===== src/rtl/writeback_stage.sv =====
// writeback_stage: commits ALU results to the register file, flags, IN/OUT ports and HALT latch
module writeback_stage #(
    parameter int DATA_W = 16,
    parameter int REG_AW = 3
) (
    input  logic              clock,
    input  logic              reset,
    input  logic              isValid,
    input  logic [REG_AW-1:0] Rd,
    input  logic [DATA_W-1:0] Out,
    input  logic              S,
    input  logic              Z,
    input  logic              C,
    input  logic              V,
    input  logic              iRdWriteFlag,
    input  logic              SZCVWriteFlag,
    input  logic              inputFlag,
    input  logic              outputFlag,
    input  logic              HaltFlag,
    input  logic [DATA_W-1:0] st_data,
    input  logic [DATA_W-1:0] in_data,
    input  logic              in_valid,
    output logic              in_ready,
    output logic [DATA_W-1:0] out_data,
    output logic              out_valid,
    input  logic              out_ready,
    input  logic [REG_AW-1:0] ra_addr,
    input  logic [REG_AW-1:0] rb_addr,
    output logic [DATA_W-1:0] ra_data,
    output logic [DATA_W-1:0] rb_data,
    output logic [3:0]        szcv,
    output logic              stall,
    output logic              halted
);
    localparam int NREG = 2 ** REG_AW;
    logic [DATA_W-1:0] regs_q [NREG];
    logic [DATA_W-1:0] regs_d [NREG];
    logic [DATA_W-1:0] out_data_q, out_data_d, wval;
    logic [3:0]        szcv_q, szcv_d;
    logic              out_valid_q, out_valid_d, halted_q, halted_d;
    logic              accept, rf_we, out_load;
    always_comb begin
        stall = reset | halted_q | (isValid & inputFlag & !in_valid)
              | (isValid & outputFlag & out_valid_q & !out_ready);
        accept = isValid & !stall;
        in_ready = accept & inputFlag;
        wval = inputFlag ? in_data : Out;
        rf_we = accept & iRdWriteFlag;
        out_load = accept & outputFlag;
        ra_data = (rf_we && Rd == ra_addr) ? wval : regs_q[ra_addr];
        rb_data = (rf_we && Rd == rb_addr) ? wval : regs_q[rb_addr];
        szcv_d = !(accept & SZCVWriteFlag) ? szcv_q :
                 inputFlag ? {in_data[DATA_W-1], in_data == '0, 2'b00} : {S, Z, C, V};
        // a drain and a new OUT in the same cycle leave the buffer full
        out_valid_d = out_load | (out_valid_q & !out_ready);
        out_data_d = out_load ? st_data : out_data_q;
        halted_d = halted_q | (accept & HaltFlag);
        for (int i = 0; i < NREG; i++)
            regs_d[i] = (rf_we && Rd == REG_AW'(i)) ? wval : regs_q[i];
    end
    always_ff @(posedge clock) begin
        if (reset) begin
            for (int i = 0; i < NREG; i++) regs_q[i] <= '0;
            szcv_q      <= '0;
            out_valid_q <= 1'b0;
            out_data_q  <= '0;
            halted_q    <= 1'b0;
        end else begin
            regs_q      <= regs_d;
            szcv_q      <= szcv_d;
            out_valid_q <= out_valid_d;
            out_data_q  <= out_data_d;
            halted_q    <= halted_d;
        end
    end
    assign out_data  = out_data_q;
    assign out_valid = out_valid_q;
    assign szcv      = szcv_q;
    assign halted    = halted_q;
endmodule


===== config.mk =====
export PLATFORM = sky130hd
export DESIGN_NAME = writeback_stage
export DESIGN_NICKNAME = d
export VERILOG_FILES = /design/src/rtl/writeback_stage.sv
export SDC_FILE = /design/constraint.sdc
export NUM_CORES = 1
export LEC_CHECK = 0
export BUFFER_PORTS_ARGS = -buffer_cell sky130_fd_sc_hd__buf_2
export CAP_MARGIN = 10
export CORE_MARGIN = 5
export CORE_UTILIZATION = 25
export DETAILED_ROUTE_END_ITERATION = 6
export SYNTH_ARGS = -nofsm -noshare
export SYNTH_HDL_FRONTEND = slang
export SYNTH_SLANG_ARGS = --single-unit

===== constraint.sdc =====
create_clock -name clock -period 4.05 [get_ports clock]
set_input_delay 0.2025 -clock clock [delete_from_list [all_inputs] [get_ports clock]]
set_output_delay 0.2025 -clock clock [all_outputs]
set_load 0.02 [all_outputs]

After elaboration in Yosys (flattened, before gate mapping)
Index checks and enable logic that the tools add are counted.
{ "op_classes": {"n_mux": 10, "order_cmp": 2, "n_reduce_logical": 15, "eq_ne": 9, "bitwise_logic": 19} }
{ "ops": {"columns": ["operator", "n"], "rows": [
  ["$mux 16", 7],
  ["$bmux 16 s3", 2],
  ["$logic_not 16->1", 1],
  ["$and 1x1->1", 12],
  ["$eq 3x3->1 const B", 4],
  ["$logic_and 1x1->1", 10],
  ["$ge 4x4->1 const B", 2],
  ["$not 3->4", 2],
  ["$eq 3x2->1 const B", 2],
  ["$eq 3x3->1", 2],
  ["$or 1x1->1", 5],
  ["$mux 4", 1],
  ["$eq 3x1->1 const B", 1],
  ["$logic_not 1->1", 3],
  ["$logic_not 3->1", 1]
]} }
{ "word_totals": {"register_bits": 150, "elab_cells": 67, "input_bits": 71} }

Logic depth before layout (Yosys ltp)
Gate-level depths: netlist of run 1.
{ "logic_depth": {"word_depth": 9, "depth_mapped": 7, "mapped_depth_nobuf": 4} }

Worst setup path before layout of run 1
Ideal clock, no wire load.
{ "synth_path": {"path_kind": "reg-to-output", "from": "reg halted_q (netlist: halted)", "to": "out ra_data[10]", "t_required_ns": 3.848, "setup_slack_ns": 1.712, "arrival_time_ns": 2.135, "stages_incl_launch_ff": 6, "cell_sequence": "dfxtp_1 > and4bb_4 > nand3_4 > nor4_4 > buf_6 > mux2i_1"} }
{ "synth_between": {"elab_chain_len": 8} }
{ "synth_rtl": {"columns": ["item", "line", "source"], "rows": [
  ["start, declared", "40", "logic out_valid_q, out_valid_d, halted_q, halted_d;"],
  ["start signal, assigned", "73", "halted_q <= halted_d;"],
  ["$or 1x1->1 (2 in series)", "43", "stall = reset | halted_q | (isValid & inputFlag & !in_valid)"],
  ["$or 1x1->1", "44", "| (isValid & outputFlag & out_valid_q & !out_ready);"],
  ["$logic_not 1->1", "45", "accept = isValid & !stall;"],
  ["$and 1x1->1", "45", null],
  ["$and 1x1->1", "48", "rf_we = accept & iRdWriteFlag;"],
  ["$logic_and 1x1->1", "50", "ra_data = (rf_we && Rd == ra_addr) ? wval : regs_q[ra_addr];"],
  ["$mux 16", "50", null],
  ["end, declared", "29", "output logic [DATA_W-1:0] ra_data,"]
]} }
No other way between the ends.

Worst setup path after layout of run 1
{ "layout_path": {"from": "reg halted_q (netlist: halted)", "to": "out rb_data[11]"} }
{ "layout_between": {"elab_chain_len": 8} }
{ "layout_rtl": {"columns": ["item", "line", "source"], "rows": [
  ["$or 1x1->1 (2 in series)", "43", null],
  ["$or 1x1->1", "44", null],
  ["$logic_not 1->1", "45", null],
  ["$and 1x1->1", "45", null],
  ["$and 1x1->1", "48", null],
  ["$logic_and 1x1->1", "51", "rb_data = (rf_we && Rd == rb_addr) ? wval : regs_q[rb_addr];"],
  ["$mux 16", "51", null],
  ["end, declared", "30", "output logic [DATA_W-1:0] rb_data,"]
]} }
No other way between the ends.

==> impl_metrics.json, run 1 <==
{
  "hold_viol": 0,
  "synthFlopType": "dfxtp_1",
  "required_ns": 3.85,
  "yosys_warnings": 0,
  "cp.buffers_inverters": 2,
  "cts.sinks": 150,
  "synthCells": 734,
  "fp.coreArea_sq_um": 32700,
  "cap_violations": 0,
  "holdWs_ns": 0.0123,
  "max_slew_margin_pct": 29.7,
  "synth_top_area_cell": "dfxtp_1",
  "critPathLaunchType": "register",
  "period_needed_ns": 3.07,
  "die_h_microns": 193,
  "die_area_sq_um": 37100,
  "routed_wl_mm": 25.4,
  "layout_common_cells": "193 x mux2i_1, 150 x dfxtp_1, 125 x buf_2",
  "p_leak_uw": 0.00405,
  "layout.cells.most_common": "mux2i_1",
  "root_buffer": "clkbuf_16",
  "hp-class": "in2reg",
  "finalSetupViolCount": 0,
  "nets": 894,
  "drt_iter0_markers": 371,
  "overflow": 0,
  "ys_top_cells_by_area": "dfxtp_1 36%, mux2i_1 23%, mux4_2 17%",
  "fill_cells": 3386,
  "syn_nets": 805,
  "clock.fmax_mhz": 326,
  "io_buffers": 126,
  "crit_path_cell_trace": "and4bb_4 -> nand3_4 -> nor4_4 -> buf_4 -> mux2i_1 -> buf_2",
  "clkLatencyLatePin_ns": 0.43,
  "rows": 66,
  "cts_tree": "built",
  "syn_avg_cell_area_sq_um": 11.3,
  "peakVddDrop_v": 0.000286,
  "postRouteAntennaNets": 0,
  "numCtsBuffers": 17,
  "cp_slowest_cell": "nor4_4",
  "synth_top_area_share_pct": 36.1,
  "rr_startpoint": "halted",
  "dp_cells": 1240,
  "p_per_area_nw_per_um2": 342,
  "drive_above_1_share_pct": 30.9,
  "rsz0062_at_grt": "no",
  "die_x_microns": 193,
  "synth-edff-count": 0,
  "ys_ff_latch": 150,
  "worst_pin_slew_ns": 1.05,
  "p_total_uw": 3390,
  "crit_family": "simple AND/OR/NAND/NOR gates",
  "fin_ws_ns": 0.980,
  "htreeDepth": 4,
  "grt_pass1_vias": 6273,
  "yosysUniqueCellTypes": 35,
  "clock_skew_ns": 0.00653,
  "viasPerCell": 4.78,
  "async_flop_share_pct": 0,
  "gp_congestion": 0.777,
  "grt_max_degree": 122,
  "ff2ff_path_depth": 5,
  "via_count": 6104,
  "antennaDiodeCount": 0,
  "drc": 0,
  "period_share_pct": 75.8,
  "worstSetupPathType": "reg2out",
  "dp_hpwl_mm": 16.9,
  "firstDrtPassIters": 5,
  "pre_cts_ws_ns": 1.20,
  "arrival_ns": 2.87,
  "wire_per_inst_microns": 19.9,
  "grt_pass1_wl_mm": 37.8,
  "reg2reg_setup_slack_ns": 1.68,
  "drv_slew": 0,
  "critPathMaxStageDelay_ns": 0.72,
  "tns_ns": 0,
  "clk_pin_slew_worst_paths_ns": 0.06,
  "area_delta_synth_final_pct": 19.2,
  "min_from": "st_data[10]",
  "pin_count": 127,
  "clockBufferDepth": 2,
  "r2r_end": "regs_q[93]",
  "grt.total_usage_pct": 13.6,
  "whs_path_depth": 3,
  "fin_cells": 1277,
  "start_util_pct": 25.5,
  "syn_area_sq_um": 8330,
  "antenna_found_initial": 2,
  "seq_area_frac_synth_pct": 36.1,
  "min_to": "out_data[10]",
  "outcome": "finished clean",
  "cp_max_fo": 10,
  "cp-end-kind": "primary output"
}
## cells by family (layout without fill, tap and decap cells)
kind of cell           after synthesis  count (layout)  synth area share (%)
buffers and inverters               81             182                  4.49
AO/OA/AOI/OAI                       38              38                  2.37
flip-flops                         150             150                  36.1
XOR/XNOR                             6               6                 0.631
multiplexers                       258             258                  40.6
AND/OR/NAND/NOR                    201             201                  15.8
## what timing repair did
action | 4_1_cts | 5_1_grt
gates resized for setup | 0 | 0
setup buffers | 0 | 0
hold endpoints to repair | 6 | 0
hold buffers | 6 | 0
## power breakdown
group          total [uW]  switching, uW  leakage [uW]  internal, uW
registers            1500           8.94       0.00121          1490
clock network        1560            639      0.000266           924
logic                 333            194       0.00257           139
## cells in the mapped netlist, drive strengths merged, types with 4 or more instances
cell    count
nand2       6
nand3b     35
dfxtp     150
nor4        4
nand2b     98
mux4       64
or2        16
mux2i     193
xor2        6
buf        22
nand4       5
o21ai      32
a21oi       4
clkbuf     56
nor2       20
## layer usage
| metal | vias up | part of all wire (%) | GRT usage (%) |
|---|---|---|---|
| met5 | - | 0.091 | 0 |
| li1 | 2839 | - | - |
| met2 | 162 | 51 | 23.6 |
| met1 | 3055 | 40 | 16.0 |
| met4 | 4 | 3.5 | 5.84 |
| met3 | 44 | 4.9 | 3.13 |
## metrics by stage
step	utilization (%)	area, sq um
2_1_floorplan	-	8330
3_3_place_gp	28.4	9290
3_5_place_dp	28.4	9290
4_1_cts	30.3	9920
5_1_grt	30.3	9920
6_report	30.3	9920
## worst reg2reg max path: stages (launching register included)
cell      delay (ns)
dfxtp_1         0.34
and4bb_4        0.38
nand3_4         0.19
or4b_1          0.84
buf_4           0.36
mux2i_1         0.14
## flip-flops by register name, summed over array words and instances, names as in the netlist
name and count:
regs_q 128, out_data 16, szcv 4, halted 1
out_valid 1
## area by class of cell
type | count | area, sq um | area share (%)
clock buffer | 21 | 450 | 4.54
clock inverter | 10 | 125 | 1.26
inverter | 3 | 11.3 | 0.113
multi-input combinational | 503 | 4970 | 50.1
sequential | 150 | 3000 | 30.3
tap | 442 | 553 | 5.57
timing repair buffer | 148 | 813 | 8.20
## how the worst max path moves through the flow
stage | start | endpoint | slack (ns) | depth (start not counted)
after floorplan | halted | ra_data[10] | 1.71 | 5
after global placement | inputFlag | ra_data[12] | 1.29 | 7
after detailed placement | inputFlag | ra_data[7] | 1.20 | 7
after CTS | halted | ra_data[7] | 0.95 | 6
after global routing | halted | ra_data[5] | 0.84 | 6
final | halted | rb_data[11] | 0.98 | 6
(Power assumes the default switching activity.)
==> run 2, diff against run 1 <==
==> constraint.sdc (replaced) <==
create_clock -name clock -period 2.6 [get_ports clock]
set_input_delay 0.13 -clock clock [delete_from_list [all_inputs] [get_ports clock]]
set_output_delay 0.13 -clock clock [all_outputs]
set_load 0.02 [all_outputs]
==> run 2 against run 1 <==
Against the previous run:
- combinational power increased by 65%
- count of clock-buffer cells in the layout decreased by 2
- clock skew increased by 0.0086 ns
- worst hold slack improved by 0.019 ns
- critical path type unchanged
- non-clock buffer count increased by 34
- critical path depth unchanged
- worst setup slack got worse by 0.95 ns
- register-to-register slack got worse by 1.1 ns
- wire length decreased by 1.8%
==> impl_metrics.json, run 2 (same netlist as run 1, synthesis figures left out) <==
{
  "overflow": 0,
  "arrival_ns": 2.44,
  "met2_length_mm": 13.4,
  "required_ns": 2.47,
  "fin_ws_ns": 0.0284,
  "nets": 928,
  "largest_reg_flops": 128,
  "firstDrtPassIters": 4,
  "outcome": "finished clean",
  "finish.utilization_pct": 31.5,
  "cts.sinks": 150,
  "clkLatencyLatePin_ns": 0.43,
  "min_to": "halted",
  "rr_startpoint": "halted",
  "p_per_area_nw_per_um2": 523,
  "rows": 66,
  "cp_max_fo": 10,
  "clockBufferDepth": 2,
  "fp.coreArea_sq_um": 32700,
  "layout.cells.most_common": "mux2i_1",
  "layout_common_cells": "190 x mux2i_1, 150 x dfxtp_1, 124 x buf_2",
  "htreeDepth": 4,
  "antennaDiodeCount": 0,
  "antenna_found_initial": 2,
  "whs_path_depth": 3,
  "top_register": "regs_q",
  "met3RoutedLength_mm": 1.26,
  "peakVddDrop_v": 0.000424,
  "cp-end-kind": "primary output",
  "finalSetupViolCount": 0,
  "hold_viol": 0,
  "die_h_microns": 193,
  "ff2ff_path_depth": 5,
  "max_slew_margin_pct": 50.2,
  "r2r_end": "regs_q[55]",
  "rsz0062_at_grt": "yes",
  "period_needed_ns": 2.57,
  "clock_skew_ns": 0.0151,
  "wire_per_inst_microns": 19.0,
  "gp_congestion": 0.781,
  "viasPerCell": 4.65,
  "reg2reg_setup_slack_ns": 0.55,
  "min_from": "isValid",
  "period_share_pct": 98.9,
  "p_leak_uw": 0.00426,
  "grt_pass1_vias": 6408,
  "postRouteAntennaNets": 0,
  "pre_cts_ws_ns": 0.473,
  "io_buffers": 126,
  "clk_pin_slew_worst_paths_ns": 0.06,
  "critPathLaunchType": "register",
  "drt_iter0_markers": 258,
  "area_delta_synth_final_pct": 23.8,
  "drive_above_1_share_pct": 32.8,
  "worstSetupPathType": "reg2out",
  "cap_violations": 0,
  "grt.total_usage_pct": 13.5,
  "hp-class": "in2reg",
  "numCtsBuffers": 17,
  "routed_wl_mm": 25.0,
  "drv_slew": 0,
  "grt_pass1_wl_mm": 37.8,
  "grt_max_degree": 168,
  "top_layer_used": "met5",
  "start_util_pct": 25.5,
  "worst_pin_slew_ns": 0.739,
  "fill_cells": 3327,
  "root_buffer": "clkbuf_16",
  "clock.fmax_mhz": 389,
  "via_count": 6102,
  "pin_count": 127,
  "cts_tree": "built",
  "die_x_microns": 193,
  "tns_ns": 0,
  "drc": 0,
  "dp_hpwl_mm": 16.9,
  "wl_met1_mm": 9.74,
  "die_area_sq_um": 37100
}
==> run 2: how the worst max path moves through the flow <==
stage / start / to / slack, ns / cells past startpoint
global route: halted / ra_data[13] / -0.06 / 6
finish: halted / ra_data[4] / 0.03 / 6
floorplan: halted / ra_data[10] / 0.33 / 5
global placement: halted / rb_data[4] / 0.49 / 6
detailed placement: halted / ra_data[4] / 0.47 / 6
CTS: halted / ra_data[4] / 0.002 / 6
==> run 2: critical path, cell delays in order (launching register included) <==
cell,delay [ns]
dfxtp_1,0.34
and4bb_4,0.38
nand3_4,0.18
nor4_4,0.36
buf_4,0.24
mux2i_2,0.30
buf_2,0.22
==> run 2: per-stage QoR <==
step                      instance area [sq um]  total power [uW]  cells  hold slack [ns]
final                                     10300              5400   1311           0.0312
after global placement                     9480              2910   1258            0.359
after floorplan                            8330              2730    734            0.274
after detailed placement                   9480              2910   1258            0.375
after CTS                                 10300              5460   1308           0.0176
after global routing                      10300              5600   1311           0.0371
==> run 2: area by class of cell <==
type,count,area (sq um),area share [%]
Clock inverter,12,145,1.41
Timing Repair Buffer,182,1170,11.4
Inverter,3,11.3,0.109
Tap cell,442,553,5.36
Clock buffer,19,453,4.39
Sequential cell,150,3000,29.1
Multi-Input combinational cell,503,4970,48.2
==> run 2: what timing repair did <==
action	CTS	global route
gates resized for setup	0	8
hold buffers	19	0
buffers inserted	0	2
endpoints found under the setup margin	0	20
hold endpoints to repair	19	0
==> run 2: power by group <==
group / internal [uW] / switching [uW] / total (uW)
sequential: 2320 / 13.6 / 2330
clock: 1480 / 1030 / 2510
combinational: 246 / 305 / 551
total: 4040 / 1350 / 5400
==> run 2: routing by layer <==
layer  GRT usage [%]  vias to the layer above
li1                -                     2915
met1            15.2                     3028
met2            24.6                      124
met3            2.88                       31
met4            5.57                        4
met5               0                        -
==> run 3, diff against run 2 <==
==> constraint.sdc (replaced) <==
create_clock -name clock -period 2.6 [get_ports clock]
set_input_delay 0.26 -clock clock [delete_from_list [all_inputs] [get_ports clock]]
set_output_delay 0.26 -clock clock [all_outputs]
set_load 0.02 [all_outputs]
==> run 3 against run 2 <==
Against the previous run:
- clock skew decreased by 0.0059 ns
- via count increased by 0.57%
- first-iteration DRC count increased by 28%
- worst setup slack improved by 0.030 ns
- clock power decreased by 2%
- global-route usage decreased by 0.16 points
- sequential cell count unchanged
- die area unchanged
- sequential share of layout area increased by 0.25 points
- cell count decreased by 0.76%
- critical path type unchanged
- critical endpoint is now ra_data[10]
==> impl_metrics.json, run 3 (same netlist as run 1, synthesis figures left out) <==
{
  "die_area_sq_um": 37100,
  "worstSetupPathType": "reg2out",
  "grt_max_degree": 168,
  "pin_count": 127,
  "die_h_microns": 193,
  "fin_cells": 1301,
  "cp_max_fo": 7,
  "root_buffer": "clkbuf_16",
  "layout_common_cells": "190 x mux2i_1, 149 x dfxtp_1, 117 x buf_2",
  "antenna_found_initial": 3,
  "via_count": 6137,
  "arrival_ns": 2.28,
  "required_ns": 2.34,
  "overflow": 0,
  "io_buffers": 126,
  "hp-class": "in2reg",
  "dp_hpwl_mm": 16.6,
  "drv_slew": 0,
  "grt.total_usage_pct": 13.3,
  "p_per_area_nw_per_um2": 523,
  "clkLatencyLatePin_ns": 0.43,
  "clock_skew_ns": 0.00923,
  "max_slew_margin_pct": 60.5,
  "peakVddDrop_v": 0.000432,
  "drt_iter0_markers": 330,
  "swShare_pct": 26.7,
  "hold_viol": 0,
  "hold_buffers": 0,
  "p_leak_uw": 0.00423,
  "routed_wl_mm": 25.1,
  "viasPerCell": 4.72,
  "firstDrtPassIters": 4,
  "area_delta_synth_final_pct": 22.9,
  "rows": 66,
  "crit_path_cell_trace": "and4bb_4 -> nand3_4 -> nor4_4 -> buf_6 -> buf_12 -> mux2i_2 -> buf_4",
  "reg2reg_setup_slack_ns": 0.52,
  "p_comb_share_pct": 10.1,
  "cp_slowest_cell": "dfxtp_2",
  "rsz0062_at_grt": "yes",
  "die_x_microns": 193,
  "clkPwrFrac_pct": 46.3,
  "wire_per_inst_microns": 19.3,
  "internal_power_uw": 3920,
  "postRouteAntennaNets": 0,
  "cp.buffers_inverters": 3,
  "largest_reg_flops": 128,
  "htreeDepth": 4,
  "finalSetupViolCount": 0,
  "cts.sinks": 150,
  "top_register": "regs_q",
  "p_switching_uw": 1430,
  "start_util_pct": 25.5,
  "fp.coreArea_sq_um": 32700,
  "nets": 916,
  "period_needed_ns": 2.54,
  "numCtsBuffers": 17,
  "cap_violations": 0,
  "outcome": "finished clean",
  "grt_pass1_vias": 6357,
  "p_total_uw": 5350,
  "clockBufferDepth": 2,
  "gp_congestion": 0.793,
  "drc": 0,
  "critPathLaunchType": "register",
  "seqPwrFrac_pct": 43.6,
  "clk_pin_slew_worst_paths_ns": 0.07,
  "grt_pass1_wl_mm": 37.3,
  "dp_cells": 1259,
  "worst_pin_slew_ns": 0.577,
  "cts_tree": "built",
  "period_share_pct": 97.7,
  "cp-end-kind": "primary output",
  "crit_family": "simple AND/OR/NAND/NOR gates",
  "layout.cells.most_common": "mux2i_1",
  "critPathMaxStageDelay_ns": 0.32,
  "drive_above_1_share_pct": 34.3,
  "clock.fmax_mhz": 393
}
==> run 3: cell count changes in the layout (fill, tap and decap cells not counted), moves of 2 or more <==
cell | before | now
dlygate4sd3_1 | 19 | 0
buf_2 | 124 | 117
inv_8 | 1 | 4
clkinv_4 | 5 | 3
inv_6 | 2 | 6
buf_12 | 5 | 7
buf_4 | 32 | 44
clkbuf_8 | 2 | 0
==> run 3: routing by layer <==
layer / up-vias / track usage [%] / wire (microns)
li1: 2904 / - / -
met1: 3072 / 15.6 / 10200
met2: 121 / 23.5 / 13100
met3: 40 / 2.60 / 858
met4: 0 / 6.23 / 841
met5: - / 0 / 0
==> run 3: power groups by stage <==
stage / Sequential (uW) / Clock, uW / Combinational (uW)
5_1_grt: 2330 / 2620 / 578
3_3_place_gp: 2380 / 0 / 533
2_1_floorplan: 2390 / 0 / 335
3_5_place_dp: 2380 / 0 / 536
6_report: 2330 / 2470 / 541
4_1_cts: 2330 / 2530 / 539
==> run 3: path summary, 6_finish.rpt <==
| kind | from | end | cells past startpoint |
|---|---|---|---|
| setup reg to reg | halted | regs_q[50] | 6 |
| hold / removal | st_data[3] | out_data[3] | 3 |
| hold reg to reg | szcv[0] | szcv[0] | 2 |
| setup / recovery | halted | ra_data[10] | 7 |
==> run 3: layout make-up <==
cell class	count	area, sq um
Timing Repair Buffer	170	1090
Clock buffer	17	425
Clock inverter	15	159
Inverter	3	11.3
Multi-Input combinational cell	503	4980
Sequential cell	150	3000
Tap cell	442	553
Fill cell	3331	22500
Antenna cell	1	2.50
==> run 3: per-stage QoR <==
step	worst slack, ns	TNS [ns]	hold WS [ns]	cell area, sq um	util, %
after CTS	0.0490	0	0.0512	10100	31.0
final	0.0585	0	0.0648	10200	31.3
after global routing	-0.0585	-0.296	0.0581	10200	31.3
after global placement	0.237	0	0.438	9510	29.1
after floorplan	0.205	0	0.404	8330	-
after detailed placement	0.200	0	0.444	9510	29.1
==> run 3: tightest hold or removal path: stages <==
cell,delay (ns)
buf_2,0.08
mux2i_1,0.05
nor2_1,0.07
==> run 3: timing repair <==
action | in CTS | in global routing
buffers inserted | 4 | 4
endpoints found under the setup margin | 32 | 24
gates cloned | 0 | 1
resized for setup | 1 | 13
pin swaps | 2 | 2
